<file path="src/rtl/rps_bus_sched.sv">
// rps_bus_sched: 4-way round-robin owner scheduler, 1-cycle req->gnt, grant held until done/abandon/en drop.
// Requesters wait by holding req; optional hold timeout (MAX_HOLD cycles) via RPS_SCHED_TIMEOUT_EN.
module rps_bus_sched #(
    parameter int MAX_HOLD = 8
) (
    input  logic       clock,
    input  logic       reset,
    input  logic [3:0] req,
    input  logic       done,
    input  logic       en,
    output logic [3:0] gnt,
    output logic [1:0] owner,
    output logic       busy,
    output logic       timeout,
    output logic [7:0] txn_count
);

    typedef enum logic {
        IDLE  = 1'b0,
        GRANT = 1'b1
    } state_t;

    state_t     state;
    logic [1:0] ptr;
    logic [1:0] cand;
    logic [1:0] win_idx;
    logic       win_vld;
    logic       rel_en;
    logic       rel_done;
    logic       rel_abandon;
    logic       rel_timeout;
    logic       rel_any;

    generate
        if (MAX_HOLD < 2 || MAX_HOLD > 255) begin : g_bad_max_hold
            $error("rps_bus_sched: MAX_HOLD must be in 2..255");
        end
    endgenerate

    // Scan from ptr upward so the most recent owner is considered last.
    always_comb begin
        win_vld = 1'b0;
        win_idx = ptr;
        cand    = '0;
        for (int k = 0; k < 4; k++) begin
            cand = ptr + 2'(k);
            if (!win_vld && req[cand]) begin
                win_vld = 1'b1;
                win_idx = cand;
            end
        end
    end

`ifdef RPS_SCHED_TIMEOUT_EN
    localparam int HOLD_W = $clog2(MAX_HOLD);
    localparam logic [HOLD_W-1:0] HOLD_LAST = HOLD_W'(MAX_HOLD - 1);

    logic [HOLD_W-1:0] hold_cnt;
`endif

    // Release causes are mutually exclusive, encoded in priority order.
    always_comb begin
        rel_en      = !en;
        rel_done    = en && done;
        rel_abandon = en && !done && !req[owner];
`ifdef RPS_SCHED_TIMEOUT_EN
        rel_timeout = en && !done && req[owner] && (hold_cnt == HOLD_LAST);
`else
        rel_timeout = 1'b0;
`endif
        rel_any     = rel_en || rel_done || rel_abandon || rel_timeout;
    end

    always_ff @(posedge clock) begin
        if (!reset) begin
            state     <= IDLE;
            gnt       <= 4'b0000;
            owner     <= 2'd0;
            busy      <= 1'b0;
            ptr       <= 2'd0;
            txn_count <= 8'd0;
        end else begin
            case (state)
                IDLE: begin
                    if (en && win_vld) begin
                        state <= GRANT;
                        gnt   <= 4'b0001 << win_idx;
                        owner <= win_idx;
                        busy  <= 1'b1;
                        ptr   <= win_idx + 2'd1;
                    end
                end
                GRANT: begin
                    if (rel_any) begin
                        state <= IDLE;
                        gnt   <= 4'b0000;
                        busy  <= 1'b0;
                        if (rel_done) begin
                            txn_count <= txn_count + 8'd1;
                        end
                    end
                end
                default: state <= IDLE;
            endcase
        end
    end

`ifdef RPS_SCHED_TIMEOUT_EN
    always_ff @(posedge clock) begin
        if (!reset) begin
            hold_cnt <= '0;
            timeout  <= 1'b0;
        end else begin
            timeout <= (state == GRANT) && rel_timeout;
            if (state == IDLE) begin
                hold_cnt <= '0;
            end else if (!rel_any && hold_cnt != HOLD_LAST) begin
                hold_cnt <= hold_cnt + HOLD_W'(1);
            end
        end
    end
`else
    assign timeout = 1'b0;
`endif

endmodule

</file>
<file path="config.mk">
export PLATFORM = sky130hd
export DESIGN_NAME = rps_bus_sched
export DESIGN_NICKNAME = d
export VERILOG_FILES = /design/src/rtl/rps_bus_sched.sv
export SDC_FILE = /design/constraint.sdc
export NUM_CORES = 1
export LEC_CHECK = 0
export CORE_MARGIN = 2
export CORE_UTILIZATION = 43
export CTS_CLUSTER_DIAMETER = 30
export DETAILED_ROUTE_END_ITERATION = 8
export DONT_BUFFER_PORTS = 1
export MAX_ROUTING_LAYER = met4
export SYNTH_ARGS = -nofsm -noshare
export SYNTH_HDL_FRONTEND = slang
export SYNTH_SLANG_ARGS = --single-unit
export TNS_END_PERCENT = 100
</file>
<file path="constraint.sdc">
create_clock -name clock -period 4.1 [get_ports clock]
set_input_delay 0.82 -clock clock [delete_from_list [all_inputs] [get_ports clock]]
set_output_delay 0.82 -clock clock [all_outputs]
set_load 0.05 [all_outputs]
</file>
==> impl_metrics.env, run 1 <==
export IMPL_status="finished, final reports clean"
export IMPL_synth_cells=97
export IMPL_diodes=0
export IMPL_final_setup_tns_ps=0
export IMPL_cts_setup_buffers=0
export IMPL_hold_violations=0
export IMPL_die_area_um2=2470
export IMPL_path_depth=5
export IMPL_yosys_warnings=0
export IMPL_vdd_drop_max_v=0.000206
export IMPL_cp_top_family="flip-flops"
export IMPL_crit_fanout=5
export IMPL_cts_buffers=3
export IMPL_finalCritPeriodShare_pct=49.1
export IMPL_ff2ff_path_depth=5
export IMPL_post_cts_resized=0
export IMPL_synth_avg_cell_area_um2=9.26
export IMPL_core_um2=1960
export IMPL_synth_flop_cell="dfxtp_1"
export IMPL_cp_required_ps=4290
export IMPL_synth_top_cell_area_share_pct=40.1
export IMPL_syn_cell_area_um2=898
export IMPL_drtIter0Drc=5
export IMPL_wire_per_inst_um=14.1
export IMPL_clock_latency_ps=290
export IMPL_rsz0062_at_grt="false"
export IMPL_ios=24
export IMPL_whs_ps=582
export IMPL_drt_total_wl_mm=1.75
export IMPL_p_leak_nw=0.372
export IMPL_synthTopCellsByArea="dfxtp_1 (40%), and2_1 (6.3%), xnor2_1 (5.8%)"
export IMPL_arrival_ps=2210
export IMPL_fin_nets=107
export IMPL_die_w_um=49.7
export IMPL_grt_max_degree=19
export IMPL_fp_dieH_um=49.7
export IMPL_via_count=666
export IMPL_port_buffers=0
export IMPL_antenna_found_initial=0
export IMPL_crit_chain="mux4_2, a32o_2, nand2_1, o21ai_1, and2_1"
export IMPL_cp_start_kind="flip-flop"
export IMPL_syn2layout_area_growth_pct=4.74
export IMPL_grt_usage_pct=16.7
export IMPL_ys_ff_latch=18
export IMPL_tightest_slew_ps=628
export IMPL_finClkSkew_ps=0.885
export IMPL_hold_depth=1
export IMPL_grt_pass1_wl_mm=3.14
export IMPL_hold_class="reg2reg"
export IMPL_drc=0
export IMPL_slew_violations=0
export IMPL_clk_pin_slew_ps=100
export IMPL_ant_nets=0
export IMPL_grt_overflow_total=0
export IMPL_critPathMaxStageDelay_ps=700
export IMPL_ys_types=37
export IMPL_cp_buffers_inverters=0
export IMPL_power_density_nw_per_um2=381
export IMPL_place_gp_congestion=0.760
export IMPL_rows=16
export IMPL_cp_end_kind="flip-flop"
export IMPL_clkSinkCount=18
export IMPL_htree_num_levels=1
export IMPL_ys_seq_area_share_pct=40.1
export IMPL_clk_path_buf_depth=2
export IMPL_fmax_mhz=496
export IMPL_grt_pass1_vias=721
export IMPL_setup_viol=0
export IMPL_via_per_inst=5.37
export IMPL_cts_root_buf="clkbuf_4"
export IMPL_hold_buffers=0
export IMPL_synth_top_cell_by_area="dfxtp_1"
export IMPL_maxCapViolations=0
export IMPL_initial_core_util_pct=45.8
export IMPL_cts_tree="built"
export IMPL_synthesis_nets=106
export IMPL_async_flop_share_pct=0
export IMPL_cpMaxStageDelayCell="dfxtp_1"
export IMPL_place_detailed_hpwl_mm=1.23
export IMPL_crit_type="reg2reg"
export IMPL_min_period_ps=2010
export IMPL_synth_edf_count=0
export IMPL_drive_above_1_share_pct=9.28
export IMPL_relSlewSlack_pct=58.1
export IMPL_dr_pass1_iters=3
-- power by group --
part	leakage (nW)	switching [mW]	internal (mW)
Clock	0.0210	0.0547	0.0540
Sequential	0.147	0.0250	0.182
Combinational	0.204	0.0226	0.0195
Total	0.372	0.102	0.256
-- per-stage QoR --
stage	power [mW]	setup slack [ps]	instances	area [um2]	util (%)
3_3_place_gp	0.253	2100	120	905	46.1
4_1_cts	0.360	2090	124	941	48.0
5_1_grt	0.375	1990	124	941	48.0
6_report	0.358	2090	124	941	48.0
3_5_place_dp	0.253	2050	120	905	46.1
2_1_floorplan	0.248	2040	97	898	-
-- registers in the layout, summed over array words and instances (netlist names) --
name / flops
owner: 2
state: 1
ptr: 2
txn_count: 8
busy: 1
gnt: 4
-- per-layer routing --
metal / track usage (%) / part of all wire [%] / wire (um) / up-vias
li1: - / - / - / 344
met1: 22.1 / 50 / 881 / 300
met2: 23.1 / 40 / 693 / 20
met3: 6.36 / 9.0 / 158 / 2
met4: 5.56 / 0.74 / 13 / 0
met5: - / 0 / 0 / -
-- layout make-up --
cell class	instances	area, um2
Inverter	3	11.3
Multi-Input combinational cell	72	499
Clock buffer	4	36.3
Sequential cell	18	360
Tap cell	27	33.8
Fill cell	208	1020
-- synthesized netlist by cell type (2+ instances only) --
library cell	count
o21ai_1	2
inv_1	3
o21ai_0	4
nand3_1	2
and3_1	2
nand2_1	5
a32oi_1	2
xor2_1	2
a21oi_1	4
nor2_1	6
and2_1	9
a21boi_0	2
nor2b_1	7
nand4_1	2
dfxtp_1	18
xnor2_1	6
-- kinds of logic (layout without fill, tap and decap cells) --
kind of cell,after synthesis,after routing,synth area share (%)
AO/OA/AOI/OAI,24,24,20.3
XOR/XNOR,8,8,7.80
adder cells (fa/ha/maj),1,1,1.39
buffers and inverters,7,7,4.32
flip-flops,18,18,40.1
multiplexers,2,2,3.62
other,1,1,0.417
AND/OR/NAND/NOR,36,36,22.0
-- path summary, 6_finish.rpt --
kind	start	to	slack [ps]
setup / recovery	owner[0]$_SDFFE_PN0P_	gnt[3]$_SDFFE_PN0P_	2090
hold / removal	ptr[0]$_SDFFE_PN0P_	ptr[0]$_SDFFE_PN0P_	580
setup reg to reg	owner[0]$_SDFFE_PN0P_	gnt[3]$_SDFFE_PN0P_	2090
hold reg to reg	ptr[0]$_SDFFE_PN0P_	ptr[0]$_SDFFE_PN0P_	580
-- placed cells by master, fill, tap and decap left out, drive strengths merged --
| cell | instances |
|---|---|
| a211o | 1 |
| a21boi | 2 |
| a21oi | 4 |
| a221o | 1 |
| a31oi | 1 |
| a32o | 1 |
| a32oi | 2 |
| and2 | 10 |
| and3 | 2 |
| and4 | 1 |
| clkbuf | 4 |
| conb | 1 |
| dfxtp | 18 |
| ha | 1 |
| inv | 3 |
| mux2i | 1 |
| mux4 | 1 |
| nand2 | 5 |
| nand3 | 2 |
| nand4 | 2 |
| nor2 | 7 |
| nor2b | 7 |
| o2111ai | 1 |
| o211a | 1 |
| o211ai | 1 |
| o21ai | 6 |
| o22a | 1 |
| o22ai | 1 |
| o41ai | 1 |
| xnor2 | 6 |
| xor2 | 2 |
Power figures use the tool's default switching activity.
==> run 2, diff against run 1 <==
==> constraint.sdc (replaced) <==
create_clock -name clock -period 2.1 [get_ports clock]
set_input_delay 0.42 -clock clock [delete_from_list [all_inputs] [get_ports clock]]
set_output_delay 0.42 -clock clock [all_outputs]
set_load 0.05 [all_outputs]
==> impl_metrics.env, run 2 (synthesis gave the netlist of run 1 again) <==
export IMPL_status="finished, final reports clean"
export IMPL_cp_end_kind="flip-flop"
export IMPL_drive_above_1_share_pct=17.0
export IMPL_dr_pass1_iters=4
export IMPL_whs_ps=229
export IMPL_min_period_ps=1610
export IMPL_reg_top3="txn_count: 8 flops, gnt: 4 flops"
export IMPL_wire_per_inst_um=13.3
export IMPL_ant_nets=0
export IMPL_wirelength_met1_um=850
export IMPL_wl_met2_um=703
export IMPL_tightest_slew_ps=557
export IMPL_clkSinkCount=18
export IMPL_die_w_um=49.7
export IMPL_drt_total_wl_mm=1.77
export IMPL_drtIter0Drc=15
export IMPL_largest_register_ffs=8
export IMPL_arrival_ps=1810
export IMPL_port_buffers=0
export IMPL_p_switching_mw=0.200
export IMPL_design_area_um2=1010
export IMPL_final_setup_tns_ps=0
export IMPL_cts_buffers=3
export IMPL_clk_pin_slew_ps=100
export IMPL_seq_power_share_pct=55.5
export IMPL_core_um2=1960
export IMPL_clk_path_buf_depth=2
export IMPL_hold_class="in2reg"
export IMPL_antenna_found_initial=0
export IMPL_p_leak_nw=0.420
export IMPL_grt_usage_pct=15.8
export IMPL_hold_buffers=0
export IMPL_power_density_nw_per_um2=699
export IMPL_relSlewSlack_pct=62.8
export IMPL_p_clk_share_pct=30.1
export IMPL_grt_pass1_vias=699
export IMPL_post_cts_resized=0
export IMPL_mostFrequentLayoutCell="dfxtp_1"
export IMPL_wl_met3_um=188
export IMPL_largest_register="txn_count"
export IMPL_diodes=0
export IMPL_cp_required_ps=2300
export IMPL_setup_viol=0
export IMPL_swShare_pct=28.4
export IMPL_p_comb_share_pct=14.3
export IMPL_place_gp_congestion=0.771
export IMPL_via_per_inst=5.41
export IMPL_cp_start_kind="flip-flop"
export IMPL_finClkSkew_ps=1.60
export IMPL_pre_cts_slack_ps=440
export IMPL_place_area_um2=972
export IMPL_final_cell_mix="dfxtp_1 (18), and2_1 (9), buf_4 (9)"
export IMPL_clock_latency_ps=290
export IMPL_rsz0062_at_grt="false"
export IMPL_internal_power_mw=0.505
export IMPL_cts_root_buf="clkbuf_4"
export IMPL_cts_setup_buffers=0
export IMPL_place_detailed_hpwl_mm=1.33
export IMPL_rows=16
export IMPL_vdd_drop_max_v=0.000388
export IMPL_hold_violations=0
export IMPL_maxCapViolations=0
export IMPL_ios=24
export IMPL_grt_overflow_total=0
export IMPL_die_area_um2=2470
export IMPL_grt_max_degree=19
export IMPL_htree_num_levels=1
export IMPL_fp_dieH_um=49.7
export IMPL_initial_core_util_pct=45.8
export IMPL_syn2layout_area_growth_pct=12.3
export IMPL_via_count=720
export IMPL_finalCritPeriodShare_pct=76.5
export IMPL_highest_layer="met4"
export IMPL_crit_type="reg2reg"
export IMPL_setup_slack_ps=493
export IMPL_slew_violations=0
export IMPL_drc=0
export IMPL_crit_fanout=5
export IMPL_cts_tree="built"
export IMPL_grt_pass1_wl_mm=2.95
export IMPL_fmax_mhz=622
export IMPL_fin_nets=116
-- run 2: cell types whose count changed in the layout (fill, tap and decap cells not counted), sizes merged --
cell | previous run | this run
buf | 0 | 9
-- run 2: critical path: stages (launching register included) --
cell,delay [ps]
dfxtp_1,370
mux4_2,520
a32o_2,320
nand2_1,70
o21ai_1,60
and2_1,160
-- run 2: layer usage --
layer / global-route usage (%) / up-vias
li1: - / 360
met1: 20.1 / 330
met2: 22.7 / 26
met3: 6.36 / 4
met4: 5.56 / 0
met5: - / -
-- run 2: final cells by class --
cell class / count / area [um2]
fill: 198 / 953
multi-input combinational: 72 / 499
sequential: 18 / 360
timing repair buffer: 9 / 67.6
clock buffer: 4 / 36.3
tap: 27 / 33.8
inverter: 3 / 11.3
-- run 2: worst paths after layout --
| kind | slack (ps) | to | from | cells after the start |
|---|---|---|---|---|
| worst min register to register | 580 | ptr[0]$_SDFFE_PN0P_ | ptr[0]$_SDFFE_PN0P_ | 1 |
| worst min-delay path | 230 | state$_SDFF_PN0_ | en | 2 |
| worst max register to register | 490 | gnt[1]$_SDFFE_PN0P_ | owner[0]$_SDFFE_PN0P_ | 5 |
| worst max-delay path | 490 | gnt[1]$_SDFFE_PN0P_ | owner[0]$_SDFFE_PN0P_ | 5 |
-- run 2: stage by stage --
step           total power, mW  utilization, %  std cells
2_1_floorplan            0.485               -         97
3_3_place_gp             0.499            49.6        129
3_5_place_dp             0.501            49.6        129
4_1_cts                  0.711            51.4        133
5_1_grt                  0.741            51.4        133
6_report                 0.704            51.4        133
-- run 2: power by group through the flow --
stage	registers (mW)	logic [mW]	clock network, mW
floorplan	0.409	0.0759	0
global placement	0.400	0.0994	0
detailed placement	0.399	0.101	0
CTS	0.391	0.102	0.218
global route	0.394	0.113	0.235
finish	0.391	0.101	0.212
